$ cat src/rtl/frame_minmax_analyzer.sv
// frame_minmax_analyzer
// Collects the darkest and brightest pixel of one frame and publishes the
// pair as MIN/MAX bounds for the downstream contrast stretcher. Degenerate
// frames (span below MIN_SPAN) publish the fallback bounds instead.
// Ports:
//   clk, rst                      clock, asynchronous active-high reset
//   start                         request to analyse the next frame
//   pixel_in/pixel_valid/ready    pixel stream (transfer = valid & ready)
//   min_out, max_out, degenerate  published result, stable between frames
//   stats_valid/stats_ready       result handshake
//   busy                          high while accumulating or publishing
module frame_minmax_analyzer #(
    parameter int unsigned IMG_W    = 64,
    parameter int unsigned IMG_H    = 64,
    parameter int unsigned RST_MIN  = 50,
    parameter int unsigned RST_MAX  = 200,
    parameter int unsigned MIN_SPAN = 16
) (
    input  logic       clk,
    input  logic       rst,
    input  logic       start,
    input  logic [7:0] pixel_in,
    input  logic       pixel_valid,
    output logic       pixel_ready,
    output logic [7:0] min_out,
    output logic [7:0] max_out,
    output logic       degenerate,
    output logic       stats_valid,
    input  logic       stats_ready,
    output logic       busy
);

    localparam int unsigned N     = IMG_W * IMG_H;
    localparam int unsigned CNT_W = $clog2(N);

    typedef enum logic [1:0] {IDLE, ACCUM, PUBLISH} state_t;

    state_t             state;
    logic [7:0]         cur_min;
    logic [7:0]         cur_max;
    logic [CNT_W-1:0]   count;

    logic [7:0]         fmin_c;
    logic [7:0]         fmax_c;
    logic [7:0]         span_c;
    logic               last_c;

    // Extrema including the pixel presented this cycle; used both for the
    // running update and for the final-transfer publish.
    always_comb begin
        fmin_c = (pixel_in < cur_min) ? pixel_in : cur_min;
        fmax_c = (pixel_in > cur_max) ? pixel_in : cur_max;
        span_c = fmax_c - fmin_c;
        last_c = (count == CNT_W'(N - 1));
    end

    // State, accumulators and registered outputs. Status outputs are updated
    // together with the state so they always equal its decode.
    always_ff @(posedge clk or posedge rst) begin
        if (rst) begin
            state       <= IDLE;
            cur_min     <= 8'd255;
            cur_max     <= 8'd0;
            count       <= '0;
            min_out     <= 8'(RST_MIN);
            max_out     <= 8'(RST_MAX);
            degenerate  <= 1'b0;
            stats_valid <= 1'b0;
            pixel_ready <= 1'b0;
            busy        <= 1'b0;
        end else begin
            case (state)
                IDLE: begin
                    if (start) begin
                        state       <= ACCUM;
                        cur_min     <= 8'd255;
                        cur_max     <= 8'd0;
                        count       <= '0;
                        pixel_ready <= 1'b1;
                        busy        <= 1'b1;
                    end
                end
                ACCUM: begin
                    if (pixel_valid) begin
                        cur_min <= fmin_c;
                        cur_max <= fmax_c;
                        count   <= count + CNT_W'(1);
                        if (last_c) begin
                            state       <= PUBLISH;
                            pixel_ready <= 1'b0;
                            stats_valid <= 1'b1;
                            if (span_c < 8'(MIN_SPAN)) begin
                                min_out    <= 8'(RST_MIN);
                                max_out    <= 8'(RST_MAX);
                                degenerate <= 1'b1;
                            end else begin
                                min_out    <= fmin_c;
                                max_out    <= fmax_c;
                                degenerate <= 1'b0;
                            end
                        end
                    end
                end
                PUBLISH: begin
                    if (stats_ready) begin
                        stats_valid <= 1'b0;
                        if (start) begin
                            state       <= ACCUM;
                            cur_min     <= 8'd255;
                            cur_max     <= 8'd0;
                            count       <= '0;
                            pixel_ready <= 1'b1;
                        end else begin
                            state <= IDLE;
                            busy  <= 1'b0;
                        end
                    end
                end
                default: begin
                    state       <= IDLE;
                    stats_valid <= 1'b0;
                    pixel_ready <= 1'b0;
                    busy        <= 1'b0;
                end
            endcase
        end
    end

endmodule

$ cat config.mk
export PLATFORM = sky130hd
export DESIGN_NAME = frame_minmax_analyzer
export DESIGN_NICKNAME = d
export VERILOG_FILES = /design/src/rtl/frame_minmax_analyzer.sv
export SDC_FILE = /design/constraint.sdc
export NUM_CORES = 1
export LEC_CHECK = 0
export BUFFER_PORTS_ARGS = -buffer_cell sky130_fd_sc_hd__buf_4
export CORE_ASPECT_RATIO = 0.8
export CORE_MARGIN = 4
export CORE_UTILIZATION = 55
export CTS_BUF_LIST = sky130_fd_sc_hd__clkbuf_8 sky130_fd_sc_hd__clkbuf_16
export CTS_CLUSTER_SIZE = 30
export DETAILED_ROUTE_END_ITERATION = 8
export PLACE_DENSITY = 0.81
export SLEW_MARGIN = 15
export SYNTH_ARGS = -nofsm -noshare
export SYNTH_HDL_FRONTEND = slang
export SYNTH_SLANG_ARGS = --single-unit
$ cat constraint.sdc
create_clock -name clk -period 6.7 [get_ports clk]
set_input_delay 1.34 -clock clk [delete_from_list [all_inputs] [get_ports clk]]
set_output_delay 1.34 -clock clk [all_outputs]
set_load 0.1 [all_outputs]
* After elaboration in Yosys (flattened, before gate mapping) *
Cells that the tools add are included.

storage, ports and cells
  register bits after elaboration = 50
  input port bits = 13
  output and inout port bits = 20
  word-level logic and storage cells = 69

operators by class
  $add $sub $neg = 2
  $lt $le $gt $ge = 3
  eq/ne operators = 8
  mux-type cells = 36
  bitwise logic cells = 2
  reduce and logical (&&, ||, !) cells = 8

operators with widths
  kind                                                                    count
  8-bit two-way mux                                                       10
  8-bit one-hot mux with 3 select lines                                   2
  12-bit two-way mux                                                      3
  12-bit one-hot mux with 3 select lines                                  1
  12-bit by 1-bit adder with 12-bit output (second input constant)        1
  12-bit equality test (second input constant)                            1
  1-bit two-way mux                                                       12
  4-bit AND reduction                                                     3
  2-bit != test (second input constant)                                   5
  1-bit one-hot mux with 3 select lines                                   3
  3-bit AND reduction                                                     3
  8-bit greater-than comparator                                           1
  8-bit by 5-bit < comparator with 1-bit output (second input constant)   1
  8-bit < comparator                                                      1
  2-bit two-way mux                                                       4
  8-bit subtractor                                                        1
  2-bit one-hot mux with 3 select lines                                   1
  3-bit nonzero test                                                      1
  2-bit by 1-bit equality test with 1-bit output (second input constant)  1
  2-bit equality test (second input constant)                             1
  2-bit zero test                                                         1
  1-bit NOT                                                               2

* Depth between registers and ports, before layout *
Gate-level depths: netlist of the first run.

  word-level depth = 5
  gate-level depth with buffers = 20
  depth with buffers taken out = 18

* Least setup slack after synthesis of the first run *
Ideal clock, no wire load.

  kind = in2reg
  start point = input port pixel_in[7]
  end point = register min_out[0]
  library setup time = 122 ps
  arrival = 5050 ps
  data required time = 6578 ps
  slack = 1528 ps
  cell stages on the path = 19
  buffers on the path = 2
  cells stage by stage = ha_1 > a21oi_1 > o21ai_0 > o21a_1 > a21oi_1 > clkbuf_1 > mux2i_1 > inv_1 > ha_1 > nand2_1 > nand2_1 > a21o_1 > a21o_1 > a21o_1 > a221oi_1 > xor2_1 > a2111oi_4 > buf_6 > nor2_1

on the way
  word-level cells in the longest chain between the ends = 5
  elaborated cells on any way between the ends = 7
  those cells by class = add/sub (1); order compare (3); mux (3)

RTL lines
  what                                                                        RTL line  RTL
  from (decl)                                                                 22        input logic [7:0] pixel_in,
  8-bit greater-than comparator / 8-bit < comparator (equally long branches)  52, 51
  8-bit two-way mux, on equally long branches                                 52, 51
  8-bit subtractor                                                            53        span_c = fmax_c - fmin_c;
  8-bit by 5-bit < comparator with 1-bit output                               92        if (span_c < 8'(MIN_SPAN)) begin
  8-bit two-way mux *                                                         92
  to (signal assigned)                                                        65        min_out <= 8'(RST_MIN);
  to (signal assigned)                                                        93        min_out <= 8'(RST_MIN);
  to (signal assigned)                                                        97        min_out <= fmin_c;
  to (decl)                                                                   25        output logic [7:0] min_out,

Mark *: on every way between the ends. The rest lies on a longest branch, timed or not.
A chain may end at the register's enable or synchronous reset.

* Worst setup path in the final report of the first run *
  start point = input port pixel_in[6]
  end point = register max_out[0]

on the way
  word-level cells in the longest chain between the ends = 5
  elaborated cells on any way between the ends = 7
  those cells by class = add/sub (1); order compare (3); mux (3)

RTL lines
  what                                                                        RTL line  RTL
  8-bit greater-than comparator / 8-bit < comparator (equally long branches)  52, 51
  8-bit two-way mux, on equally long branches                                 52, 51
  8-bit subtractor                                                            53
  8-bit by 5-bit < comparator with 1-bit output                               92
  8-bit two-way mux *                                                         92
  to (signal assigned)                                                        66        max_out <= 8'(RST_MAX);
  to (signal assigned)                                                        94        max_out <= 8'(RST_MAX);
  to (signal assigned)                                                        98        max_out <= fmax_c;
  to (decl)                                                                   26        output logic [7:0] max_out,

Marks and branches as above.

==> results of run 1 <==
==> cell usage after synthesis (4+ instances only) <==
cell / instances
dfrtp_1: 36
nand3_1: 7
inv_1: 29
nor2_1: 44
or3_1: 4
dfstp_2: 14
clkbuf_1: 9
o21ai_0: 11
a21o_1: 6
nand4_1: 5
a21oi_1: 22
a22oi_1: 6
mux2i_1: 13
a211o_1: 6
o22ai_1: 6
nand2_1: 16
xor2_1: 11
ha_1: 22
==> final cells by class <==
type / instances / area share
clock buffers: 5 / 0.0204
clock inverters: 3 / 0.0111
inverters: 29 / 0.0326
multi-input cells: 221 / 0.460
flip-flops and latches: 50 / 0.376
well taps: 62 / 0.0230
repair buffers: 35 / 0.0778
==> stage by stage <==
stage,hold slack [ns],setup WS (ns),instance area [um^2],power [W],utilization
5_1_grt,0.507,0.977,3380,0.00131,0.660
3_3_place_gp,0.465,1.03,3270,0.000980,0.638
6_report,0.486,1.27,3380,0.00122,0.660
2_1_floorplan,0.474,1.53,2980,0.000871,-
4_1_cts,0.488,1.25,3380,0.00122,0.659
3_5_place_dp,0.467,0.961,3270,0.00100,0.638
==> registers in the layout, indices dropped and copies added, names as in the netlist <==
signal       count
busy             1
count           12
cur_max          8
cur_min          8
degenerate       1
max_out          8
min_out          8
pixel_ready      1
state            2
stats_valid      1
==> path summary, 6_finish.rpt <==
check                       startpoint     endpoint  cells past startpoint
max                        pixel_in[6]   max_out[0]                     15
min                        pixel_ready  pixel_ready                      1
max reg2reg                 cur_min[7]   max_out[0]                     15
min reg2reg                pixel_ready  pixel_ready                      1
max in group asynchronous          rst   cur_max[3]                      2
min in group asynchronous          rst     count[2]                      2
==> cell families after synthesis <==
| family | synth area share |
|---|---|
| AO/OA/AOI/OAI | 0.202 |
| XOR/XNOR | 0.0382 |
| multiplexers | 0.0538 |
| flip-flops | 0.426 |
| AND/OR/NAND/NOR | 0.135 |
| buffers and inverters | 0.0529 |
| adder cells (fa/ha/maj) | 0.0924 |
==> power groups by stage <==
stage               clock (W)  combinational (W)  sequential, W
global placement            0           0.000564       0.000416
floorplan                   0           0.000429       0.000442
finish               0.000211           0.000593       0.000413
detailed placement          0           0.000584       0.000418
global route         0.000228           0.000656       0.000422
CTS                  0.000215           0.000590       0.000412
==> routing by layer <==
layer	vias to the layer above	track usage
met5	-	0
met3	10	0.0358
met2	53	0.321
met1	1126	0.309
met4	0	0.0730
li1	1165	-
==> impl_metrics.env, run 1 <==
export IMPL_status="finished, final reports clean"
export IMPL_ctsHoldBuffers=0
export IMPL_finClkSkew_ns=0.0116
export IMPL_drive_above_1_share=0.187
export IMPL_synthTopCellsByArea="dfrtp_1 (30%), dfstp_2 (12%), ha_1 (9.2%), nor2_1 (5.5%), mux2i_1 (4.4%)"
export IMPL_tightest_slew_ns=1.18
export IMPL_synth_seq_area_share=0.426
export IMPL_rsz0062_at_grt="no"
export IMPL_crit_fanout=17
export IMPL_num_nets_final=377
export IMPL_seqCellArea_um2=1270
export IMPL_initial_utilization=0.582
export IMPL_synth_top_cell_area_share=0.302
export IMPL_max_stage_delay_ns=0.83
export IMPL_hold_viol=0
export IMPL_place_gp_congestion=0.941
export IMPL_h_tree_depth=2
export IMPL_period_minus_slack_ns=5.43
export IMPL_path_cells="buf_4 -> ha_1 -> nand4_1 -> o311ai_4 -> mux2i_1 -> ha_1 -> nand2_1 -> nand2_1 -> a21o_1 -> a21o_1 -> a21o_1 -> a221oi_1 -> xor2_1 -> a2111oi_4 -> nor2_1"
export IMPL_path_common_cell="a21o_1"
export IMPL_ys_ff_latch=50
export IMPL_grt_util_all_layers=0.212
export IMPL_highest_layer="met4"
export IMPL_critical_path_top_delay_family="compound AO/OA/AOI/OAI gates"
export IMPL_drcViolationCount=0
export IMPL_numCtsBuffers=5
export IMPL_post_cts_resized=0
export IMPL_path_class="in2reg"
export IMPL_slew_violations=0
export IMPL_num_rows=23
export IMPL_first_global_vias=2246
export IMPL_antenna_found_initial=0
export IMPL_m1WireLength_mm=3.24
export IMPL_final_cells=405
export IMPL_startpoint_type="primary input"
export IMPL_critical_path_slowest_cell="a2111oi_4"
export IMPL_antenna_cells=0
export IMPL_synth_edff_count=0
export IMPL_async_reset_ff_frac=1.00
export IMPL_yosys_area_top_type="dfrtp_1"
export IMPL_cap_violations=0
export IMPL_dp_hpwl_mm=4.84
export IMPL_finalSetupTns_ns=0
export IMPL_dr_wl_met3_um=375
export IMPL_synth_area_per_cell_um2=9.58
export IMPL_dpl_cell_count=397
export IMPL_p_leak_nw=1.72
export IMPL_die_w_um=90.3
export IMPL_dr_pass1_iters=4
export IMPL_syn_inst=311
export IMPL_setup_viol=0
export IMPL_clockPowerShare=0.174
export IMPL_vias=2354
export IMPL_cts_setup_buffers=0
export IMPL_die_area_um2=6670
export IMPL_p_seq_frac=0.339
export IMPL_hold_class="reg2reg"
export IMPL_coreArea_um2=5120
export IMPL_layout_commonest_cell="nor2_1"
export IMPL_maxSlewHeadroom=0.196
export IMPL_syn_nets=346
export IMPL_cp_arrival_ns=5.58
export IMPL_numClockSinks=50
export IMPL_finalCritPeriodShare=0.810
export IMPL_p_int_w=0.000712
export IMPL_critPathBufInv=1
export IMPL_io_buffer_count=32
export IMPL_wl_per_cell_um=16.3
export IMPL_grt_max_degree=51
export IMPL_clkSlewWorstSetupHoldPaths_ns=0.08
export IMPL_viasPerCell=5.81
export IMPL_ant_nets=0
export IMPL_synth_area_um2=2980
export IMPL_clk_latency_ns=0.31
export IMPL_met2_wirelength_mm=2.90
export IMPL_num_io_pins=33
export IMPL_yosysWarnings=0
export IMPL_fillers=414
export IMPL_p_switching_w=0.000505
export IMPL_first_iter_violations=188
export IMPL_synth_cell_types=48
export IMPL_cts_max_path_buffers=2
export IMPL_p_per_area_nw_per_um2=360
export IMPL_worstSetupEndpointType="flip-flop"
export IMPL_drt_total_wl_mm=6.62
export IMPL_layout_common_cells="nor2_1 (44), dfrtp_1 (36), buf_4 (35)"
export IMPL_swShare=0.415
export IMPL_cts_root_buf="clkbuf_8"
export IMPL_fmax_mhz=184
export IMPL_die_h_um=73.8
export IMPL_multiInputGateArea_um2=1550
export IMPL_grt_pass1_wl_mm=11.1
export IMPL_vdd_ir_drop_max_uv=231
export IMPL_r2r_slack_ns=1.80
export IMPL_critPathRequiredTime_ns=6.85
export IMPL_pwr_share_comb=0.487
export IMPL_ys_flop_type="dfrtp_1"
export IMPL_cts_tree="built"
export IMPL_grt_overflow=0
export IMPL_syn_to_final_growth_pct=13.4
(Power assumes the default switching activity.)
==> run 2: changes to the inputs <==
==> constraint.sdc (replaced) <==
create_clock -name clk -period 5.11 [get_ports clk]
set_input_delay 1.022 -clock clk [delete_from_list [all_inputs] [get_ports clk]]
set_output_delay 1.022 -clock clk [all_outputs]
set_load 0.1 [all_outputs]
==> impl_metrics.env, run 2 (synthesis results as in run 1) <==
export IMPL_status="finished, final reports clean"
export IMPL_antenna_cells=0
export IMPL_crit_fanout=17
export IMPL_die_h_um=73.8
export IMPL_initial_utilization=0.582
export IMPL_first_global_vias=2368
export IMPL_numClockSinks=50
export IMPL_drcViolationCount=0
export IMPL_finalSetupTns_ns=0
export IMPL_hold_start="degenerate"
export IMPL_drive_above_1_share=0.211
export IMPL_period_minus_slack_ns=4.69
export IMPL_ff2ff_path_depth=16
export IMPL_die_w_um=90.3
export IMPL_max_stage_delay_ns=0.33
export IMPL_clkSlewWorstSetupHoldPaths_ns=0.09
export IMPL_dp_hpwl_mm=5.02
export IMPL_grt_pass1_wl_mm=11.3
export IMPL_largest_register_ffs=12
export IMPL_r2r_start="cur_min[7]"
export IMPL_r2r_slack_ns=0.79
export IMPL_fmax_mhz=213
export IMPL_path_class="in2reg"
export IMPL_rsz0062_at_grt="no"
export IMPL_hold_class="reg2reg"
export IMPL_cts_root_buf="clkbuf_8"
export IMPL_holdWs_ns=0.492
export IMPL_critical_path_slowest_cell="ha_1"
export IMPL_p_per_area_nw_per_um2=475
export IMPL_cts_tree="built"
export IMPL_syn_to_final_growth_pct=15.4
export IMPL_startpoint_type="primary input"
export IMPL_numCtsBuffers=5
export IMPL_drt_total_wl_mm=6.89
export IMPL_cts_setup_buffers=0
export IMPL_path_cells="buf_4 -> ha_1 -> a21oi_1 -> o21ai_0 -> o21a_1 -> a21oi_1 -> buf_4 -> mux2i_1 -> inv_1 -> ha_1 -> nand2_1 -> nand2_1 -> a21o_1 -> a21o_1 -> a21o_1 -> a221oi_1 -> xor2_1 -> a2111oi_4 -> buf_4 -> a211o_1"
export IMPL_wl_per_cell_um=16.7
export IMPL_maxSlewHeadroom=0.433
export IMPL_viasPerCell=5.85
export IMPL_worstSetupEndpointType="flip-flop"
export IMPL_antenna_found_initial=0
export IMPL_critPathRequiredTime_ns=5.35
export IMPL_place_gp_congestion=0.890
export IMPL_layout_commonest_cell="nor2_1"
export IMPL_cp_arrival_ns=4.93
export IMPL_vdd_ir_drop_max_uv=250
export IMPL_whs_endpoint="degenerate"
export IMPL_num_rows=23
export IMPL_grt_overflow=0
export IMPL_clk_latency_ns=0.31
export IMPL_first_iter_violations=120
export IMPL_vias=2414
export IMPL_p_leak_nw=1.75
export IMPL_cts_max_path_buffers=2
export IMPL_ctsHoldBuffers=0
export IMPL_finClkSkew_ns=0.00617
export IMPL_hold_viol=0
export IMPL_tightest_slew_ns=0.849
export IMPL_dr_pass1_iters=4
export IMPL_die_area_um2=6670
export IMPL_grt_util_all_layers=0.216
export IMPL_h_tree_depth=2
export IMPL_slew_violations=0
export IMPL_critPathBufInv=4
export IMPL_coreArea_um2=5120
export IMPL_io_buffer_count=32
export IMPL_ant_nets=0
export IMPL_rr_endpoint="max_out[6]"
export IMPL_finalCritPeriodShare=0.917
export IMPL_layout_common_cells="nor2_1 (44), buf_4 (43), dfrtp_1 (36)"
export IMPL_largest_register="count"
export IMPL_cap_violations=0
export IMPL_post_cts_resized=0
export IMPL_critical_path_top_delay_family="compound AO/OA/AOI/OAI gates"
export IMPL_setup_viol=0
export IMPL_hold_path_depth=1
export IMPL_grt_max_degree=51
export IMPL_num_nets_final=385
export IMPL_num_io_pins=33
## run 2: routing by layer
| metal | up-vias | track usage | wire length [um] |
|---|---|---|---|
| met5 | - | 0 | 0 |
| met4 | 0 | 0.0713 | 105 |
| met3 | 13 | 0.0420 | 439 |
| met2 | 60 | 0.346 | 3070 |
| met1 | 1166 | 0.298 | 3270 |
| li1 | 1175 | - | - |
## run 2: how the worst max path moves through the flow
stage | startpoint | to | depth (start not counted)
floorplan | pixel_in[7] | min_out[0] | 19
global placement | pixel_in[7] | min_out[4] | 18
detailed placement | pixel_in[7] | min_out[1] | 20
CTS | pixel_in[7] | max_out[6] | 20
global route | pixel_in[7] | max_out[3] | 20
finish | pixel_in[7] | max_out[6] | 20
## run 2: power breakdown
| group | switching [W] | total (W) | internal (W) |
|---|---|---|---|
| Sequential | 0.0000567 | 0.000543 | 0.000487 |
| Clock | 0.000137 | 0.000262 | 0.000124 |
| Combinational | 0.000489 | 0.000826 | 0.000337 |
## run 2: final cells by class
class	instances	area (um^2)
tap	62	77.6
timing repair buffer	43	323
clock inverter	1	8.76
sequential	50	1270
clock buffer	7	96.3
inverter	29	110
fill	413	1690
multi-input combinational	221	1550
## run 2: metrics by stage
step / area [um^2] / std cells / power [W] / util / setup WS, ns
3_3_place_gp: 3330 / 405 / 0.00132 / 0.650 / 0.422
6_report: 3440 / 413 / 0.00163 / 0.671 / 0.423
5_1_grt: 3440 / 413 / 0.00173 / 0.671 / 0.198
3_5_place_dp: 3330 / 405 / 0.00135 / 0.650 / 0.227
2_1_floorplan: 2980 / 311 / 0.00114 / - / 0.256
4_1_cts: 3440 / 413 / 0.00163 / 0.671 / 0.493
==> run 3: changes to the inputs <==
--- a/config.mk
+++ b/config.mk
@@ -5,14 +5,14 @@
 export SDC_FILE = /design/constraint.sdc
 export NUM_CORES = 1
 export LEC_CHECK = 0
-export BUFFER_PORTS_ARGS = -buffer_cell sky130_fd_sc_hd__buf_4
 export CORE_ASPECT_RATIO = 0.8
 export CORE_MARGIN = 4
 export CORE_UTILIZATION = 55
 export CTS_BUF_LIST = sky130_fd_sc_hd__clkbuf_8 sky130_fd_sc_hd__clkbuf_16
 export CTS_CLUSTER_SIZE = 30
 export DETAILED_ROUTE_END_ITERATION = 8
-export PLACE_DENSITY = 0.81
+export DONT_BUFFER_PORTS = 1
+export PLACE_DENSITY = 0.75
 export SLEW_MARGIN = 15
 export SYNTH_ARGS = -nofsm -noshare
 export SYNTH_HDL_FRONTEND = slang
==> constraint.sdc (replaced) <==
create_clock -name clk -period 5.11 [get_ports clk]
set_input_delay 0.511 -clock clk [delete_from_list [all_inputs] [get_ports clk]]
set_output_delay 0.511 -clock clk [all_outputs]
set_load 0.1 [all_outputs]
==> impl_metrics.env, run 3 (synthesis results as in run 1) <==
export IMPL_rsz0062_at_grt="no"
export IMPL_critical_path_slowest_cell="o311ai_4"
export IMPL_ant_nets=0
export IMPL_crit_fanout=17
export IMPL_vias=2259
export IMPL_drt_total_wl_mm=6.57
export IMPL_holdWs_ns=0.320
export IMPL_finalSetupTns_ns=0
export IMPL_grt_util_all_layers=0.214
export IMPL_numCtsBuffers=5
export IMPL_max_stage_delay_ns=0.84
export IMPL_cts_tree="built"
export IMPL_hold_viol=0
export IMPL_finClkSkew_ns=0.00720
export IMPL_wl_per_cell_um=17.6
export IMPL_p_per_area_nw_per_um2=500
export IMPL_num_nets_final=345
export IMPL_drcViolationCount=0
export IMPL_final_util=0.613
export IMPL_status="finished, final reports clean"
export IMPL_critPathRequiredTime_ns=5.34
export IMPL_power_w=0.00157
export IMPL_cts_max_path_buffers=2
export IMPL_cts_setup_buffers=0
export IMPL_r2r_slack_ns=0.53
export IMPL_place_gp_congestion=0.867
export IMPL_seqCellArea_um2=1270
export IMPL_fmax_mhz=218
export IMPL_multiInputGateArea_um2=1550
export IMPL_r2r_start="cur_min[7]"
export IMPL_finalCritPeriodShare=0.896
export IMPL_p_int_w=0.000924
export IMPL_path_class="reg2reg"
export IMPL_hold_class="in2async"
export IMPL_dr_pass1_iters=4
export IMPL_ctsHoldBuffers=0
export IMPL_largest_register_ffs=12
export IMPL_numClockSinks=50
export IMPL_num_rows=23
export IMPL_grt_overflow=0
export IMPL_post_cts_resized=0
export IMPL_cap_violations=0
export IMPL_path_common_cell="a21o_1"
export IMPL_setup_viol=0
export IMPL_layout_commonest_cell="nor2_1"
export IMPL_drive_above_1_share=0.106
export IMPL_clockPowerShare=0.175
export IMPL_cp_arrival_ns=4.81
export IMPL_fillers=437
export IMPL_slew_violations=0
export IMPL_maxSlewHeadroom=0.256
export IMPL_viasPerCell=6.06
export IMPL_p_seq_frac=0.376
export IMPL_tightest_slew_ns=1.12
export IMPL_largest_register="count"
export IMPL_swShare=0.412
export IMPL_ff2ff_path_depth=16
export IMPL_grt_max_degree=51
export IMPL_die_area_um2=6670
export IMPL_io_buffer_count=0
export IMPL_clk_latency_ns=0.30
export IMPL_num_io_pins=33
export IMPL_first_iter_violations=156
export IMPL_critPathBufInv=2
export IMPL_path_cells="inv_1 -> ha_1 -> nand4_1 -> o311ai_4 -> mux2i_1 -> ha_1 -> nand2_1 -> nand2_1 -> a21o_1 -> a21o_1 -> a21o_1 -> a221oi_1 -> xor2_1 -> a2111oi_4 -> buf_4 -> a211o_1"
export IMPL_dp_hpwl_mm=4.98
export IMPL_cts_root_buf="clkbuf_8"
export IMPL_syn_to_final_growth_pct=5.42
export IMPL_die_h_um=73.8
export IMPL_die_w_um=90.3
export IMPL_p_switching_w=0.000647
export IMPL_clkSlewWorstSetupHoldPaths_ns=0.09
export IMPL_antenna_cells=0
export IMPL_critical_path_top_delay_family="compound AO/OA/AOI/OAI gates"
export IMPL_initial_utilization=0.582
export IMPL_h_tree_depth=2
export IMPL_worstSetupEndpointType="flip-flop"
export IMPL_pwr_share_comb=0.448
export IMPL_period_minus_slack_ns=4.58
export IMPL_vdd_ir_drop_max_uv=248
export IMPL_antenna_found_initial=0
export IMPL_startpoint_type="flip-flop"
export IMPL_coreArea_um2=5120
export IMPL_p_leak_nw=1.56
export IMPL_grt_pass1_wl_mm=11.1
export IMPL_first_global_vias=2196
export IMPL_layout_common_cells="nor2_1 (44), dfrtp_1 (36), inv_1 (29)"
export IMPL_rr_endpoint="max_out[7]"
-- run 3: worst max path at each step --
| stage | cells after the start | slack [ns] | start | to |
|---|---|---|---|---|
| floorplan | 19 | 0.77 | pixel_in[7] | min_out[0] |
| global placement | 16 | 0.67 | cur_min[7] | max_out[3] |
| detailed placement | 16 | 0.57 | cur_min[7] | min_out[5] |
| CTS | 16 | 0.54 | cur_min[7] | max_out[7] |
| global route | 16 | 0.23 | cur_min[7] | min_out[5] |
| finish | 16 | 0.53 | cur_min[7] | max_out[7] |
-- run 3: layout make-up --
type | instances | area share
inverter | 29 | 0.0347
timing repair buffer | 3 | 0.00717
clock inverter | 3 | 0.0131
multi-input combinational | 221 | 0.494
tap | 62 | 0.0247
sequential | 50 | 0.404
clock buffer | 5 | 0.0219
-- run 3: metal layers --
layer | part of all wire | vias up | GRT usage
li1 | - | 1095 | -
met1 | 0.48 | 1084 | 0.309
met2 | 0.42 | 73 | 0.305
met3 | 0.086 | 7 | 0.0727
met4 | 0.012 | 0 | 0.0628
met5 | 0 | - | 0
-- run 3: power groups by stage --
stage	logic [W]	clock network [W]	registers, W
2_1_floorplan	0.000562	0	0.000580
3_3_place_gp	0.000674	0	0.000594
3_5_place_dp	0.000694	0	0.000597
4_1_cts	0.000698	0.000282	0.000591
5_1_grt	0.000786	0.000300	0.000602
6_report	0.000704	0.000276	0.000591
-- run 3: per-stage QoR --
stage | worst slack [ns] | cell area, um^2 | cells
final | 0.533 | 3140 | 373
after global routing | 0.233 | 3140 | 373
after CTS | 0.544 | 3140 | 373
after detailed placement | 0.566 | 3030 | 365
after global placement | 0.668 | 3030 | 365
after floorplan | 0.767 | 2980 | 311
